File: src/rtl/noc_rr_timeout_arbiter.sv
// noc_rr_timeout_arbiter: round-robin output-port arbiter with per-input packet-length hold limit and timeout pulse
module noc_rr_timeout_arbiter #(
   parameter int NUM_PORTS = 5,
   parameter int LEN_W = 12,
   parameter int FID_W = 3,
   parameter int HEADER_ID = 1,
   localparam int ID_W = NUM_PORTS > 1 ? $clog2(NUM_PORTS) : 1
) (
   input  logic                       clk,
   input  logic                       rst,
   input  logic [NUM_PORTS-1:0]       req,
   input  logic [NUM_PORTS*FID_W-1:0] flit_id,
   input  logic [NUM_PORTS*LEN_W-1:0] length,
   output logic [NUM_PORTS-1:0]       grant,
   output logic                       grant_valid,
   output logic [ID_W-1:0]            grant_id,
   output logic [NUM_PORTS-1:0]       timeout
);
   localparam logic [NUM_PORTS-1:0] ONE = {{(NUM_PORTS-1){1'b0}}, 1'b1};
   logic [LEN_W-1:0] limit [NUM_PORTS];
   logic [LEN_W-1:0] count, lim_g;
   logic [ID_W-1:0] ptr, sel;
   logic [NUM_PORTS-1:0] cand;
   logic found, expire, hold;
   assign lim_g = limit[grant_id];
   assign expire = grant_valid && lim_g != '0 && count >= lim_g - LEN_W'(1);
   assign hold = grant_valid && req[grant_id] && !expire;
   // an expiring holder sits out the search for one cycle
   assign cand = req & ~(expire ? grant : '0);
   always_comb begin
      found = 1'b0;
      sel = '0;
      for (int i = 1; i <= NUM_PORTS; i++) begin
         if (!found && cand[(int'(ptr) + i) % NUM_PORTS]) begin
            found = 1'b1;
            sel = ID_W'((int'(ptr) + i) % NUM_PORTS);
         end
      end
   end
   always_ff @(posedge clk or negedge rst) begin
      if (!rst) begin
         for (int p = 0; p < NUM_PORTS; p++) limit[p] <= '0;
         grant <= '0;
         grant_valid <= 1'b0;
         grant_id <= '0;
         timeout <= '0;
         count <= '0;
         ptr <= ID_W'(NUM_PORTS - 1);
      end else begin
         for (int p = 0; p < NUM_PORTS; p++)
            if (flit_id[p*FID_W +: FID_W] == FID_W'(HEADER_ID)) limit[p] <= length[p*LEN_W +: LEN_W];
         timeout <= (expire && req[grant_id]) ? grant : '0;
         if (hold) begin
            count <= &count ? count : count + LEN_W'(1);
         end else if (found) begin
            grant <= ONE << sel;
            grant_valid <= 1'b1;
            grant_id <= sel;
            count <= '0;
            ptr <= sel;
         end else begin
            grant <= '0;
            grant_valid <= 1'b0;
            grant_id <= '0;
            count <= '0;
         end
      end
   end
endmodule

File: config.mk
export PLATFORM = sky130hd
export DESIGN_NAME = noc_rr_timeout_arbiter
export DESIGN_NICKNAME = d
export VERILOG_FILES = /design/src/rtl/noc_rr_timeout_arbiter.sv
export SDC_FILE = /design/constraint.sdc
export NUM_CORES = 1
export LEC_CHECK = 0
export ABC_AREA = 1
export CAP_MARGIN = 20
export CORE_MARGIN = 3
export CORE_UTILIZATION = 50
export DETAILED_ROUTE_END_ITERATION = 16
export GPL_ROUTABILITY_DRIVEN = 0
export GPL_TIMING_DRIVEN = 0
export PLACE_DENSITY = 0.75
export SYNTH_ARGS = -nofsm -noshare
export SYNTH_HDL_FRONTEND = slang
export SYNTH_SLANG_ARGS = --single-unit
File: constraint.sdc
create_clock -name clk -period 6.6 [get_ports clk]
set_clock_uncertainty 0.05 [all_clocks]
set_input_delay 0.99 -clock clk [delete_from_list [all_inputs] [get_ports clk]]
set_output_delay 0.99 -clock clk [all_outputs]
set_load 0.02 [all_outputs]
Word-level counts from Yosys, hierarchy flattened

Index checks and enable logic that the tools add are counted.

Multiplexer cells: 37
Bitwise operators: 4
Shifts and indexed selects: 1
Reductions and logical operators: 17
$lt $le $gt $ge: 8
Equality and inequality tests: 6
Add/sub/neg operators: 7
Div/mod/pow operators: 5

Operators with widths:

| operator              | number |
|---|---|
| $lt 32x5->1 const B   | 5 |
| $mod 32x4->32 const B | 5 |
| $mux 12               | 4 |
| $bmux 12 s3           | 1 |
| $bmux 1 s3            | 6 |
| $mux 3                | 6 |
| $mux 1                | 17 |
| $eq 3x1->1 const B    | 5 |
| $mux 5                | 3 |
| $add 12x1->12 const B | 1 |
| $ge 12x12->1          | 1 |
| $reduce_and 12->1     | 1 |
| $reduce_bool 12->1    | 1 |
| $sub 12x1->12 const B | 1 |
| $logic_and 1x1->1     | 9 |
| $add 3x2->4 const B   | 2 |
| $add 3x3->4 const B   | 2 |
| $and 5x5->5           | 1 |
| $logic_not 1->1       | 5 |
| $not 5->5             | 1 |
| $shl 1x3->5 const A   | 1 |
| $add 3x1->4 const B   | 1 |
| $ge 4x4->1 const B    | 1 |
| $lt 3x4->1 const B    | 1 |
| 4 further kinds       | 4 |

Register bits: 89
Logic and storage cells: 96
Input bits: 82
Output and inout bits: 14

Longest topological paths before layout

Depth in word-level cells: 28
Gate-level depth with buffers: 33
Depth with buffers taken out: 32

Worst setup path after synthesis

Ideal clock, no wire load.

Path type: flip-flop to flip-flop
Start: reg grant_id[0]
End: reg grant[0]
Setup time: 124 ps
Data arrival time: 4,185 ps
Buffers on the path: 2
Path slack: 2,241 ps
Stages on the path, launching flop included: 28
Period minus slack after synthesis: 4,359 ps
Required time: 6,426 ps
Cells stage by stage: dfrtp_1 -> buf_6 -> buf_2 -> o21ai_0 -> o22ai_1 -> a22oi_1 -> ha_1 -> inv_1 -> nor2_1 -> nand3_1 -> nor4_1 -> xor2_1 -> ha_1 -> nand2_1 -> nor2_1 -> nand3_1 -> nand4_1 -> nand4_2 -> nand3_1 -> nand3_1 -> nand3_2 -> nand2_2 -> nor2_8 -> nand4_1 -> nand3_1 -> nor2_1 -> nand2_1 -> o21bai_2

Longest elaborated chain between the ends: 28
Elaborated cells between the ends (all ways): 52
Those cells by class: add/sub: 1; order compare: 1; shift: 1; mux: 32; bitwise: 3; reduce/logical: 14

Ends and longest elaborated chain:

| item                                                       | RTL line | text |
|---|---|---|
| from (decl)                                                | 16       | `output logic [ID_W-1:0] grant_id,` |
| from (signal assigned)                                     | 58       | `grant_id <= sel;` |
| $not 3->4 (implied by the code)                            | 25       | `assign lim_g = limit[grant_id];` |
| $bmux 12 s3                                                | 25       |  |
| $mux 12 (implied by the code) (2 in a row)                 | 25       |  |
| $sub 12x1->12 / $reduce_bool 12->1 (equally long branches) | 26       | `assign expire = grant_valid && lim_g != '0 && count >= lim_g - LEN_W'(1);` |
| $ge 12x12->1 / $logic_and 1x1->1 (equally long branches)   | 26       |  |
| $logic_and 1x1->1                                          | 26       |  |
| $mux 5                                                     | 29       | `assign cand = req & ~(expire ? grant : '0);` |
| $not 5->5                                                  | 29       |  |
| [11 not listed]                                            | --       |  |
| $logic_not 1->1                                            | 34       | `if (!found && cand[(int'(ptr) + i) % NUM_PORTS]) begin` |
| $logic_and 1x1->1                                          | 34       |  |
| $mux 1                                                     | 34       |  |
| $logic_not 1->1                                            | 34       |  |
| $logic_and 1x1->1                                          | 34       |  |
| $mux 3                                                     | 34       |  |
| $shl 1x3->5                                                | 56       | `grant <= ONE << sel;` |
| $mux 5                                                     | 55       | `end else if (found) begin` |
| to (signal assigned)                                       | 56       |  |
| to (decl)                                                  | 14       | `output logic [NUM_PORTS-1:0] grant,` |

Several ways; a longest one is shown, not always the timed one. The select of a mux whose other input is x is not followed.
A chain may end at the register's enable or synchronous reset.

Worst setup path in the final report

Start: reg grant_id[0]
End: reg grant_id[2]

Longest elaborated chain between the ends: 27
Elaborated cells between the ends (all ways): 51
Those cells by class: add/sub: 1; order compare: 1; mux: 32; bitwise: 3; reduce/logical: 14

Ends and longest elaborated chain:

| item                                                       | RTL line |
|---|---|
| $not 3->4 (implied by the code)                            | 25 |
| $bmux 12 s3                                                | 25 |
| $mux 12 (implied by the code) (2 in a row)                 | 25 |
| $sub 12x1->12 / $reduce_bool 12->1 (equally long branches) | 26 |
| $ge 12x12->1 / $logic_and 1x1->1 (equally long branches)   | 26 |
| $logic_and 1x1->1                                          | 26 |
| $mux 5                                                     | 29 |
| $not 5->5                                                  | 29 |
| [10 not listed]                                            | -- |
| $mux 1                                                     | 34 |
| $logic_not 1->1                                            | 34 |
| $logic_and 1x1->1                                          | 34 |
| $mux 1                                                     | 34 |
| $logic_not 1->1                                            | 34 |
| $logic_and 1x1->1                                          | 34 |
| $mux 3 / $mux 1 (equally long branches)                    | 34 |
| $mux 3                                                     | 55 |

Several ways; a longest one is shown, not always the timed one. The select of a mux whose other input is x is not followed.

==> run metrics <==
status=complete, no violations; Post-Synth Adder-Cell Area=7.449%; most common cell in the netlist=nand2_1; cts hold-fix bufs=0; Antenna diodes=0; worst r2r path cells=29; Crit. End Element=register; most common library cells after synthesis=nand2_1, dfrtp_1, nand3_1, inv_1, nor2_1; CP max-delay cell=dfrtp_1; DR WL/cell=15.90 microns; core area=0.01161 sq mm; Final Hold Fails=0; Layout Nets=966; Max Clock Freq=0.1929 GHz; post-synth net total=859; Die Footprint=0.01345 sq mm; Synth area leaders=dfrtp_1, nand2_1, mux2_2; worst r2r src=grant_id[0]; drc violations=0; Root Driver=clkbuf_16; first-pass GRT wire length=25.90 mm; CTS buffer count=9; Critical path buffers and inverters=5; HP Class=reg2reg; insertion delay to the later sink of the worst-skew pair=0.34 ns; sequential share of the synthesized area=36.85%; CP delay by family, top=simple AND/OR/NAND/NOR gates; flop-to-flop setup slack=1.42 ns; Pre-antenna DRT Iters=5; Die Ht=116.0 microns; worst endpoint required time=6.78 ns; DP HPWL=12.44 mm; FP Rows=39; final slew viol count=0; xor and xnor area share after synthesis=2.876%; Post-synth EDFFs=0; slew margin rel.=54.19%; Avg Cell Area, Syn=8.161 sq um; Vias/cell=5.511; Max stage delay on crit path=0.41 ns; Synth warnings=0; Synth area leader=dfrtp_1; Distinct cells, synth=52; Max-Cap Viols=0; initial antenna violation count=0; Setup WS post-layout=1.417 ns; main combinational cell family by area after synthesis=simple AND/OR/NAND/NOR gates; Layout area overhead=23.75%; Crit path arrival time=5.36 ns; post-CTS setup buffers=0; Hold Path End=limit[36]; worst r2r dst=grant_id[2]; Setup Total Neg Slack=0 ns; Initial Util=52.07%; number of global-route vias before repair=5472; Worst Setup Start Kind=register; most used cell, CP=nand2_1; Antenna Nets Post-Route=0; largest net degree at the start of global routing=70; Least-Margin Pin Slew=0.6872 ns; register clock-pin slew on the reported worst setup and hold paths=0.07 ns; multiplexer area fraction after synthesis=9.663%; post-synthesis compound-gate area fraction=7.469%; Max rail drop VDD=0.2118 mV; Post-Synth Simple-Gate Area=28.93%; RSZ-0062 raised after global routing=false; Post-synth top flop=dfrtp_1; Worst Setup SP=grant_id[0]; Post-synth ARST share=100.0%; TritonCTS clock tree=yes; Via Count=5489; Syn Inst Count=741; GRT Resource Usage Total=24.26%; port bufs=95; initial drt markers=292; Final min period=5.183 ns; worst hold start=limit[36]; leakage power=3.655 nW; H-tree depth=3; layout cell share with drive strength beyond 1=16.30%; mapped cell area=0.006047 sq mm; pre-CTS WS=1.483 ns; share of Yosys cell area claimed by the top area cell type=36.42%; Final setup viols=0; critical path fanouts, max=10; Design Power=3.778 mW; Num Clock Sinks=89; GR Overflow Total=0; Die W=116.0 microns; Seq cells post-synth=89; Clock Path Buffers=2; Final Cycle Share=78.54%; Power Density=504.9 mW/mm^2; Setup CP Type=reg2reg; WHS Path Cells=1; wirelength, routed=15.84 mm; Resize count post-CTS=0; IO Pins=96
==> metal layers <==
| layer | global-route usage, % | vias up | share of wire (%) |
|---|---|---|---|
| li1 | - | 2659 | - |
| met1 | 31.01 | 2620 | 44 |
| met2 | 41.62 | 190 | 49 |
| met3 | 5.222 | 20 | 6.0 |
| met4 | 6.806 | 0 | 1.4 |
| met5 | 0 | - | 0 |
==> through the flow <==
step | instances | hold slack [ns] | util, % | instance area (sq um)
2_1_floorplan | 741 | 0.4239 | - | 6047
3_3_place_gp | 979 | 0.4324 | 61.80 | 7177
3_5_place_dp | 980 | 0.4375 | 62.01 | 7202
4_1_cts | 996 | 0.4509 | 64.44 | 7483
5_1_grt | 996 | 0.4729 | 64.44 | 7483
6_report | 996 | 0.4560 | 64.44 | 7483
==> report_power, final <==
group	leakage (nW)	switching, mW	internal, mW
Sequential	1.09	0.0883	0.660
Combinational	2.43	1.65	0.891
Clock	0.137	0.225	0.269
==> worst max-delay path by stage <==
stage / end / slack [ns] / cells after the start
6_report: grant_id[2] / 1.42 / 29
5_1_grt: grant[4] / 0.86 / 30
4_1_cts: ptr[1] / 1.45 / 29
3_5_place_dp: grant_id[2] / 1.48 / 29
3_3_place_gp: timeout[0] / 1.39 / 1
2_1_floorplan: grant[0] / 2.24 / 27
==> layout by cell type (no fill, tap or decap), types with 2 or more instances in the layout <==
cell type	count
clkbuf_1	10
nand3_1	76
nand2_4	3
buf_1	3
clkbuf_16	9
buf_4	4
a22oi_1	3
inv_2	11
buf_2	6
nand3b_1	2
or3b_2	5
nor2_4	2
inv_1	66
nor4_1	3
nand4_1	9
xor2_1	15
nand2_1	164
a211oi_1	2
inv_6	2
nand3_2	2
ha_1	36
nor2_2	6
or2_2	2
o21bai_1	2
o21ai_2	5
o21ai_1	7
xnor2_1	3
nand2_2	10
nand4_2	6
dfrtp_1	88
clkdlybuf4s50_1	94
mux2_2	51
nor2_1	63
nor3_1	9
a21oi_1	30
clkinv_1	3
o21ai_0	18
==> cells by family after synthesis <==
family | Yosys count
buffers and inverters | 102
multiplexers | 52
AND/OR/NAND/NOR | 367
adder cells (fa/ha/maj) | 36
XOR/XNOR | 19
flip-flops | 89
AO/OA/AOI/OAI | 76
==> cell type report <==
cell class,count,area (sq um)
clock buffer,11,242.7
buffer,22,108.9
multi-input combinational,550,3410
timing repair buffer,96,975.9
fill,950,4130
tap,143,178.9
clock inverter,5,38.79
inverter,80,300.3
sequential,89,2228
==> state kept, by name, indices dropped and copies added, names as in the netlist <==
signal       cells
grant_id         3
count           12
ptr              3
timeout          5
grant            5
limit           60
grant_valid      1
Power figures use the tool's default switching activity.
